<file path="config.mk">
export PLATFORM = sky130hd
export DESIGN_NAME = fifo_byte_serializer
export DESIGN_NICKNAME = d
export VERILOG_FILES = /design/src/rtl/fifo_pkg.sv /design/src/rtl/fifo_byte_serializer.sv
export SDC_FILE = /design/constraint.sdc
export NUM_CORES = 1
export LEC_CHECK = 0
export BUFFER_PORTS_ARGS = -buffer_cell sky130_fd_sc_hd__buf_4
export CORE_ASPECT_RATIO = 0.5
export CORE_MARGIN = 4
export CORE_UTILIZATION = 45
export CTS_CLUSTER_DIAMETER = 100
export DETAILED_ROUTE_END_ITERATION = 7
export PLACE_DENSITY = 0.78
export SETUP_SLACK_MARGIN = 0.3
export SYNTH_ARGS = -nofsm -noshare
export SYNTH_HDL_FRONTEND = slang
export SYNTH_SLANG_ARGS = --single-unit
</file>
<file path="constraint.sdc">
create_clock -name clk -period 2.8 [get_ports clk]
set_clock_uncertainty 0.05 [all_clocks]
set_input_delay 0.28 -clock clk [delete_from_list [all_inputs] [get_ports clk]]
set_output_delay 0.28 -clock clk [all_outputs]
set_load 0.02 [all_outputs]
</file>
<file path="src/rtl/fifo_pkg.sv">
// Shared definitions for the 32-bit, 8-deep FIFO and the blocks around it.
//   state_t      : drain FSM states (IDLE, REQ, LOAD, SEND)
//   FIFO_DATA_W  : FIFO word width
//   FIFO_DEPTH   : number of FIFO entries
//   FIFO_CNT_W   : width of the FIFO occupancy counter
package fifo_pkg;

   localparam int FIFO_DATA_W = 32;
   localparam int FIFO_DEPTH  = 8;
   localparam int FIFO_CNT_W  = 4;

   typedef enum logic [1:0] {
      IDLE = 2'd0,
      REQ  = 2'd1,
      LOAD = 2'd2,
      SEND = 2'd3
   } state_t;

endpackage

</file>
<file path="src/rtl/fifo_byte_serializer.sv">
// Drains the FIFO one word at a time and emits each word as a stream of
// BYTE_W-wide beats.
//
// Ports:
//   clk         single clock, all logic on posedge
//   reset       synchronous, active-high
//   fifo_empty  FIFO empty flag
//   fifo_data   FIFO read data, valid the cycle after fifo_rd
//   fifo_rd     FIFO read enable, one-cycle pulse per word
//   byte_out    current output beat (0 when not valid)
//   byte_valid  byte_out is valid
//   byte_ready  consumer accepts the beat
//   busy        high whenever the FSM is not idle
//   word_count  number of fully transmitted words, wraps silently
//
// Handshake: a beat transfers on a rising edge where byte_valid && byte_ready.
// Once byte_valid rises it stays high, and byte_out stays stable, until that
// beat transfers. byte_valid, fifo_rd and busy are decoded from state only.
module fifo_byte_serializer
   import fifo_pkg::*;
#(
   parameter int DATA_W    = FIFO_DATA_W,
   parameter int BYTE_W    = 8,
   parameter int MSB_FIRST = 1,
   parameter int CNT_W     = 16
) (
   input  logic              clk,
   input  logic              reset,
   input  logic              fifo_empty,
   input  logic [DATA_W-1:0] fifo_data,
   output logic              fifo_rd,
   output logic [BYTE_W-1:0] byte_out,
   output logic              byte_valid,
   input  logic              byte_ready,
   output logic              busy,
   output logic [CNT_W-1:0]  word_count
);

   localparam int BYTES = DATA_W / BYTE_W;
   localparam int IDX_W = (BYTES > 1) ? $clog2(BYTES) : 1;
   localparam logic [IDX_W-1:0] LAST_IDX = IDX_W'(BYTES - 1);

   generate
      if (DATA_W % BYTE_W != 0) begin : g_width_check
         $error("fifo_byte_serializer: DATA_W must be a multiple of BYTE_W");
      end
   endgenerate

   state_t              state;
   logic [DATA_W-1:0]   word_q;
   logic [IDX_W-1:0]    idx;
   logic [CNT_W-1:0]    count_q;
   logic [IDX_W-1:0]    sel_idx;
   logic [BYTE_W-1:0]   byte_sel;

   // idx counts beats in transmit order; sel_idx maps it to the physical
   // byte lane, lane 0 being bits [BYTE_W-1:0].
   always_comb begin
      sel_idx  = (MSB_FIRST != 0) ? (LAST_IDX - idx) : idx;
      byte_sel = '0;
      for (int b = 0; b < BYTES; b++) begin
         if (sel_idx == IDX_W'(b)) begin
            byte_sel = word_q[b*BYTE_W +: BYTE_W];
         end
      end
   end

   always_ff @(posedge clk) begin
      if (reset) begin
         state   <= IDLE;
         word_q  <= '0;
         idx     <= '0;
         count_q <= '0;
      end else begin
         case (state)
            IDLE: begin
               if (!fifo_empty) state <= REQ;
            end
            REQ: begin
               state <= LOAD;
            end
            LOAD: begin
               word_q <= fifo_data;
               idx    <= '0;
               state  <= SEND;
            end
            SEND: begin
               if (byte_ready) begin
                  if (idx != LAST_IDX) begin
                     idx <= idx + 1'b1;
                  end else begin
                     idx     <= '0;
                     count_q <= count_q + 1'b1;
                     // Back-to-back words skip IDLE; empty is safe to trust
                     // here because this block is the only reader.
                     state   <= fifo_empty ? IDLE : REQ;
                  end
               end
            end
            default: state <= IDLE;
         endcase
      end
   end

   assign fifo_rd    = (state == REQ);
   assign byte_valid = (state == SEND);
   assign busy       = (state != IDLE);
   assign byte_out   = (state == SEND) ? byte_sel : '0;
   assign word_count = count_q;

endmodule

</file>
=== Word-level counts from Yosys, hierarchy flattened ===
Cells that the tools add are included.

* Output and inout bits: 27
* Input port bits: 36
* Flip-flop bits (word level): 52

* Muxes and demuxes: 13
* Equality and inequality tests: 10
* $add $sub $neg: 3
* Reductions and logical operators: 7
* Bitwise logic cells: 1

{| class="wikitable"
|+ Operators with widths
! cell !! count
|-
| 8-bit 2-to-1 mux || 5
|-
| 16-bit by 1-bit adder with 16-bit output, second input constant || 1
|-
| 2-bit 2-to-1 mux || 5
|-
| 2-bit equality test, second input constant || 4
|-
| 2-bit case mux with 4 select lines || 1
|-
| 2-bit inequality test, second input constant || 3
|-
| 3-bit AND reduction || 2
|-
| 2-bit by 1-bit equality test with 1-bit output, second input constant || 2
|-
| 2-bit zero test || 2
|-
| 2-bit case mux with 2 select lines || 1
|-
| 2-bit nonzero test || 2
|-
| 2-bit by 1-bit adder with 2-bit output, second input constant || 1
|-
| 2-bit by 1-bit inequality test with 1-bit output, second input constant || 1
|-
| 2-bit AND reduction || 1
|-
| 2-bit subtractor, first input constant || 1
|-
| 1-bit 2-to-1 mux || 1
|-
| 1-bit NOT || 1
|}

=== Longest topological paths before layout ===
Gate-level depths: netlist of the first run.

* Depth after elaboration: 7
* Mapped depth: 7

=== Worst setup path after synthesis of the first run ===
OpenSTA, ideal clock, no wires.

* Path kind: register to register
* From: register state[1]
* To: register count_q[15] (netlist: word_count[15])
* Clock period less this slack: 2.028 ns
* Path slack: 0.772 ns
* Arrival time: 1.857 ns
* Cell stages (with the launch flop): 7
* Buffers on the path: 1
* Setup time: 0.121 ns
* Data required time: 2.629 ns
* Cell sequence: dfxtp_1 -> ha_1 -> buf_4 -> nand3_1 -> nor3_2 -> nor4b_1 -> mux2_2

* Cells in the longest elaborated chain, start to end: 2

{| class="wikitable"
|+ Ends and longest elaborated chain
! element !! line !! source
|-
| start: declaration || fifo_byte_serializer.sv:49 || <nowiki>state_t state;</nowiki>
|-
| start signal: assignment || fifo_byte_serializer.sv:96 || <nowiki>state <= fifo_empty ? IDLE : REQ;</nowiki>
|-
| 2-bit equality test || n/a ||
|-
| named net byte_valid || fifo_byte_serializer.sv:33 || <nowiki>output logic byte_valid,</nowiki>
|-
| 3-bit AND reduction (no line) || n/a ||
|-
| end signal: assignment || fifo_byte_serializer.sv:93 || <nowiki>count_q <= count_q + 1'b1;</nowiki>
|-
| end: declaration || fifo_byte_serializer.sv:52 || <nowiki>logic [CNT_W-1:0] count_q;</nowiki>
|}

The timed path passes the listed nets, and every way through them passes these cells.
A chain may end at the register's enable or synchronous reset.

=== Worst setup path after layout of the first run ===
* From: register idx[0]
* To: output port byte_out[7]

* Cells in the longest elaborated chain, start to end: 7
* Elaborated cells between the ends (all ways): 10
* Classes of those cells: 1 x add/sub; 3 x eq/ne; 5 x mux; 1 x reduce/logical

{| class="wikitable"
|+ Ends and longest elaborated chain
! element !! line !! source
|-
| start: declaration || fifo_byte_serializer.sv:51 || <nowiki>logic [IDX_W-1:0] idx;</nowiki>
|-
| start signal: assignment || fifo_byte_serializer.sv:90 || <nowiki>idx <= idx + 1'b1;</nowiki>
|-
| 2-bit subtractor * || fifo_byte_serializer.sv:59 || <nowiki>sel_idx = (MSB_FIRST != 0) ? (LAST_IDX - idx) : idx;</nowiki>
|-
| 2-bit zero test || fifo_byte_serializer.sv:62 || <nowiki>if (sel_idx == IDX_W'(b)) begin</nowiki>
|-
| 8-bit 2-to-1 mux (3 in a row) || fifo_byte_serializer.sv:62 ||
|-
| 8-bit 2-to-1 mux * || fifo_byte_serializer.sv:62 ||
|-
| 8-bit 2-to-1 mux * || fifo_byte_serializer.sv:108 || <nowiki>assign byte_out = (state == SEND) ? byte_sel : '0;</nowiki>
|-
| end: declaration || fifo_byte_serializer.sv:32 || <nowiki>output logic [BYTE_W-1:0] byte_out,</nowiki>
|}

Mark *: on every way between the ends. The rest lies on a longest branch, timed or not.

==> results.md, run 1 <==
* MaxCap Viol Count at 0
* Root buf cell: clkbuf_8
* Final WL at between 5 and 6 mm
* Layout cells sized above 1 at between 20% and 30%
* Core ar. at approximately 5100 um^2
* Lkg Pwr at roughly 1.2 nW
* Die area at 6830 um^2
* RSZ-0062 raised after global routing: false
* Status: complete, no violations
* Max_slew headroom at around 65%
* CTS tree: built
* Largest net degree at the start of global routing at between 50 and 60
* Final min period at about 2.3 ns
* DR WL/cell at 14.6 um
* Hold buffer count at cts at 0
* Seq/Total Area, Yosys at 42.0%
* Ys Warns at 0
* Clk Latency, worst-skew pair at between 0.3 and 0.4 ns
* CP arrival at around 1.9 ns
* Vias at about 2,100
* Initial antenna violation count at 0
* Drt initial violations at 100
* Hold Crit Class: in2reg
* Mapped Nets at roughly 320
* Critical Path Max Stage Delay at approximately 0.42 ns
* Syn avg cell area at approximately 9 um^2
* HPWL after DPL at roughly 4.3 mm
* Final net count at 376
* Period utilization at between 80% and 90%
* Slew Limit Fails at 0
* Post-synth ARST share at 0%
* First drt pass iteration count at 4
* Die H at between 60 and 70 um
* Startpoint Class: flop
* Critical Path Sink Type: primary output
* Starting Density at around half
* Critical path's most frequent cell: o21ai_0
* Clock Sinks at 52
* Post-CTS Resized at 0
* P per Cell Area at a little over 700 nW/um^2
* Clock buffer depth at 2
* Yosys cell types at 36
* Hold Fails Final Rpt at 0
* DRT antenna net count at 0
* Setup-failing EPs final at 0
* IO buf count at a little over 60
* Cell Rows at 18
* Area of the mapped netlist at 2480 um^2
* Family with the most delay on the worst path: compound AO/OA/AOI/OAI gates
* Post-CTS setup buffer count at 0
* Drt drc at 0
* Critical path fanouts, max at 16
* Clock-pin slew on the worst setup and hold paths at roughly 0.10 ns
* CTS Buf Count at 5
* VDD IR max at 0.348 mV
* Htree depth at 2
* Setup TNS at 0 ns
* Die Span X at around 110 um
* Syn-to-layout area delta at 27.1%
* CP Data Required Time at 2.47 ns
* Gp weighted congestion at between 0.7 and 0.8
* Worst Hold Slack at approximately 0.15 ns
* GRT overflow at 0
* Wl on met1 at between 2 and 3 mm
* Synthesis-stage register bit count at 52
* Antenna Cells at 0
* GR Util All Layers at roughly 18%
* Crit Path Category: reg2out
* Synth Instances at between 200 and 300
* Worst-margin pin slew at roughly 0.53 ns
* WP buf/inv at 2
* Metal3 WL at approximately 270 um
* Synth Flop Type: dfxtp_1
* Max Freq at between 0.4 and 0.5 GHz
* Number of global-route vias before repair at ~2,100
* Slowest CP cell: dfxtp_1
* Top Metal Used: met4
* Vias per cell at approximately 5.2
* Boundary Pins at 63
* Global-route wire length before repair at roughly 9.6 mm
* Met2 WL at roughly 2.9 mm
* Cell Chain, Critical Path: inv_1, ha_1, o21ai_0, mux2i_1, o21ai_0, buf_4
* Post-synth EDFFs at 0
worst paths after layout:
kind	depth (start not counted)	slack, ns	end	from
worst max-delay path	6	0.55	byte_out[7]	idx[0]$_SDFFE_PP0P_
worst min-delay path	3	0.15	word_q[22]$_SDFFE_PP0P_	fifo_data[22]
worst min register to register	2	0.46	word_q[8]$_SDFFE_PP0P_	word_q[8]$_SDFFE_PP0P_
worst max register to register	6	0.71	word_count[14]$_SDFFE_PP0P_	state[1]$_SDFFE_PP0P_
placed cells by master (no fill, tap or decap), drive strengths merged, types with 2 or more instances in the layout:
master and count:
a21oi 6, and4 2, nand4bb 2, a32oi 2, or3 3, nor2 46
clkbuf 5, nand4 6, o21ai 22, mux2i 43, buf 65, inv 7
and3 3, nand3 11, xnor2 4, dfxtp 52, nand2 22, and2 2
ha 10, bufinv 3, xor2 4
metrics by stage:
| stage | instance area [um^2] | worst slack (ns) | utilization (%) | power, W | instances |
|---|---|---|---|---|---|
| final | 3150 | 0.549 | 61.6 | 0.00224 | 401 |
| after global routing | 3150 | 0.362 | 61.6 | 0.00234 | 401 |
| after CTS | 3150 | 0.546 | 61.6 | 0.00225 | 401 |
| after detailed placement | 2990 | 0.784 | 58.5 | 0.00154 | 393 |
| after global placement | 2990 | 0.891 | 58.5 | 0.00151 | 393 |
| after floorplan | 2480 | 0.772 | - | 0.00137 | 276 |
area by class of cell:
class	instances	area (um^2)
Sequential cell	52	1040
Clock inverter	3	90.1
Multi-Input combinational cell	199	1340
Timing Repair Buffer	65	500
Inverter	7	26.3
Fill cell	433	1960
Clock buffer	5	68.8
Tap cell	70	87.6
flip-flops by register name (all words and copies together) (netlist names):
signal      cells
idx             2
state           2
word_count     16
word_q         32
kinds of logic after synthesis:
family,share of synthesized area (%)
buf+inv,4.19
compound gates,7.63
mux,17.8
simple gates,20.5
xor+xnor,2.83
flops,42.0
fa+ha+maj,5.05
power by group:
group | internal, W | leakage (nW) | switching, W
logic | 0.000295 | 0.725 | 0.000311
clock network | 0.000447 | 0.0784 | 0.000262
registers | 0.000852 | 0.421 | 0.0000740
worst min-delay path: cells and delay by family:
kind	cells	cell delay (ns)
multiplexers	1	0.05
AND/OR/NAND/NOR	1	0.07
buffers and inverters	1	0.08
per-layer routing:
layer | GRT usage [%] | up-vias
li1 | - | 1052
met1 | 21.1 | 997
met2 | 32.6 | 35
met3 | 4.48 | 6
met4 | 6.16 | 0
met5 | 0 | -
Yosys cell counts (2+ instances only):
cell type | instances | area, um^2
or3_1 | 3 | 18.8
and2_1 | 2 | 12.5
nand4_1 | 5 | 31.3
o21ai_0 | 22 | 110
ha_1 | 10 | 125
nand2_1 | 22 | 82.6
nor2_1 | 46 | 173
xor2_1 | 4 | 35.0
and3_1 | 2 | 12.5
nand4bb_1 | 2 | 22.5
buf_2 | 5 | 25.0
mux2i_1 | 43 | 430
nand3_1 | 10 | 50.1
clkbuf_1 | 12 | 45.0
a21oi_1 | 6 | 30.0
inv_1 | 7 | 26.3
a32oi_1 | 2 | 17.5
dfxtp_1 | 52 | 1040
xnor2_1 | 4 | 35.0
No activity file was read; power rests on OpenSTA's default activity.
==> run 2, diff against run 1 <==
--- a/config.mk
+++ b/config.mk
@@ -11,7 +11,7 @@
 export CORE_UTILIZATION = 45
 export CTS_CLUSTER_DIAMETER = 100
 export DETAILED_ROUTE_END_ITERATION = 7
-export PLACE_DENSITY = 0.78
+export PLACE_DENSITY = 0.81
 export SETUP_SLACK_MARGIN = 0.3
 export SYNTH_ARGS = -nofsm -noshare
 export SYNTH_HDL_FRONTEND = slang
==> constraint.sdc (replaced) <==
create_clock -name clk -period 1.84 [get_ports clk]
set_clock_uncertainty 0.05 [all_clocks]
set_input_delay 0.184 -clock clk [delete_from_list [all_inputs] [get_ports clk]]
set_output_delay 0.184 -clock clk [all_outputs]
set_load 0.02 [all_outputs]
==> results.md, run 2 (synthesis gave the netlist of run 1 again) <==
* Initial antenna violation count at 0
* Clock-pin slew on the worst setup and hold paths at 0.09 ns
* GR peak layer: met2
* GR Util All Layers at 21.0%
* Clk Latency, worst-skew pair at roughly 0.31 ns
* CTS Buf Count at 5
* Critical Path Max Stage Delay at about 0.39 ns
* Routing usage on met2 at around two fifths
* Vias at roughly 2,400
* Die H at roughly 60 um
* Max_slew headroom at 72.2%
* Switch share at about a third
* Max Freq at 0.526 GHz
* R2R setup slack at 0.07 ns
* Layout cells sized above 1 at roughly 46%
* Hold Fails Final Rpt at 0
* Slew Limit Fails at 0
* PnR worst setup slack at -0.0610 ns
* CP arrival at around 1.7 ns
* Crit Path Category: reg2out
* Hold buffer count at cts at 0
* Largest net degree at the start of global routing at 39
* Global-route wire length before repair at between 10 and 15 mm
* Slowest CP cell: dfxtp_4
* CP Data Required Time at 1.61 ns
* Post-route cell area at about 3700 um^2
* Final net count at between 300 and 400
* Final WL at between 7 and 8 mm
* Most frequent cells in the layout: 71 x buf_4, 46 x nor2_1, 44 x dfxtp_1
* Largest register by flop count: word_q
* Failing checks: setup timing
* Die Span X at approximately 110 um
* DRT antenna net count at 0
* Antenna Cells at 0
* GRT overflow at 0
* IO buf count at 62
* Die area at 6830 um^2
* Critical Path Sink Type: primary output
* Reg2reg end: word_count[14]$_SDFFE_PP0P_
* Root buf cell: clkbuf_8
* Vias per cell at between 5 and 6
* Post-layout util at around 72%
* M1 GR Usage at a little under a quarter
* Cell Chain, Critical Path: inv_4, ha_4, buf_8, nand2_2, o21ai_2, mux2i_1, o21ai_1, buf_4
* Startpoint Class: flop
* Status: complete, but fails checks
* Hold Crit Class: in2reg
* Family with the most delay on the worst path: flip-flops
* M3 GR Usage at 4.08%
* Number of global-route vias before repair at around 2,300
* WP buf/inv at 3
* Boundary Pins at 63
* Cell Rows at 18
* Switching pwr at approximately 0.0011 W
* Final min period at around 1.9 ns
* Placed Area at between 3000 and 4000 um^2
* First drt pass iteration count at 4
* Lkg Pwr at around 1.5 nW
* Starting Density at between 40% and 50%
* Most common cell after layout, fill and taps aside: buf_4
* Worst-margin pin slew at about 0.42 ns
* Drt initial violations at around 220
* Htree depth at 2
* Worst R2R Path Depth at 7
* Period utilization at 103%
* Clock buffer depth at 2
* VDD IR max at between 0.4 and 0.5 mV
* Syn-to-layout area delta at 49.4%
* Max FFs per register at 32
* Clock Power Share at between 20% and 30%
* Critical path fanouts, max at 8
* Clock Sinks at 52
* Hold Path Sink: word_q[4]$_SDFFE_PP0P_
* CTS tree: built
* Setup-failing EPs final at 8
* DR WL/cell at about 19 um
* Core ar. at approximately 5000 um^2
* MaxCap Viol Count at 0
* Worst Hold Path Cells at 3
* R2R Path Start: idx[1]$_SDFFE_PP0P_
* HPWL after DPL at 4.58 mm
* Tot Pwr at between 0.003 and 0.004 W
* Combinational fraction of design power at about a third
* Drt drc at 0
* Gp weighted congestion at 0.797
* Hold Crit Start: fifo_data[4]
* Internal Power at roughly 0.0023 W
* RSZ-0062 raised after global routing: true
* Sequential share of power at roughly 43%
* P per Cell Area at between 900 and 1000 nW/um^2
* Setup TNS at -0.356 ns
run 2: worst max path at each step:
stage          slack, ns                   from                          end  cells after the start
2_1_floorplan       0.15  state[1]$_SDFFE_PP0P_  word_count[14]$_SDFFE_PP0P_                      7
3_3_place_gp        0.22    idx[1]$_SDFFE_PP0P_  word_count[14]$_SDFFE_PP0P_                      5
3_5_place_dp        0.08    idx[1]$_SDFFE_PP0P_        state[0]$_SDFFE_PP0P_                      6
4_1_cts             0.03    idx[0]$_SDFFE_PP0P_                  byte_out[4]                      7
5_1_grt            -0.11    idx[1]$_SDFFE_PP0P_                  byte_out[6]                      7
6_report           -0.06    idx[0]$_SDFFE_PP0P_                  byte_out[7]                      8
run 2: worst reg2reg max path, cell delays in order (launching register included):
cell and delay [ns]:
dfxtp_4 0.40, ha_4 0.17, buf_4 0.11, buf_6 0.09
and4_4 0.24, nand3_4 0.09, or4_4 0.42, a21oi_2 0.13
run 2: layer usage:
layer | part of all wire [%] | vias to the layer above
li1 | - | 1101
met1 | 39 | 1146
met2 | 50 | 110
met3 | 6.1 | 39
met4 | 4.5 | 0
met5 | 0 | -
run 2: per-stage QoR:
stage	std cells	hold slack (ns)	setup WS (ns)
CTS	418	0.0587	0.0281
global placement	399	0.366	0.219
finish	424	0.0516	-0.0610
global route	424	0.0550	-0.113
detailed placement	399	0.378	0.0765
floorplan	276	0.281	0.150
run 2: layout make-up:
type | count | area (um^2)
clock buffer | 6 | 72.6
multi-input combinational | 199 | 1650
clock inverter | 2 | 35.0
timing repair buffer | 88 | 763
inverter | 7 | 28.8
tap | 70 | 87.6
sequential | 52 | 1060
fill | 322 | 1410
run 2: power by group through the flow:
stage	combinational (W)	sequential (W)	clock, W
floorplan	0.000698	0.00141	0
global placement	0.000889	0.00145	0
detailed placement	0.000949	0.00146	0
CTS	0.000994	0.00144	0.000776
global route	0.00128	0.00149	0.000840
finish	0.00120	0.00148	0.000781
run 2: what timing repair did:
| item | CTS | global route |
|---|---|---|
| cloned | 1 | 1 |
| setup buffers | 10 | 5 |
| endpoints found under the setup margin | 18 | 26 |
| pin swaps | 16 | 17 |
| gates resized for setup | 45 | 48 |
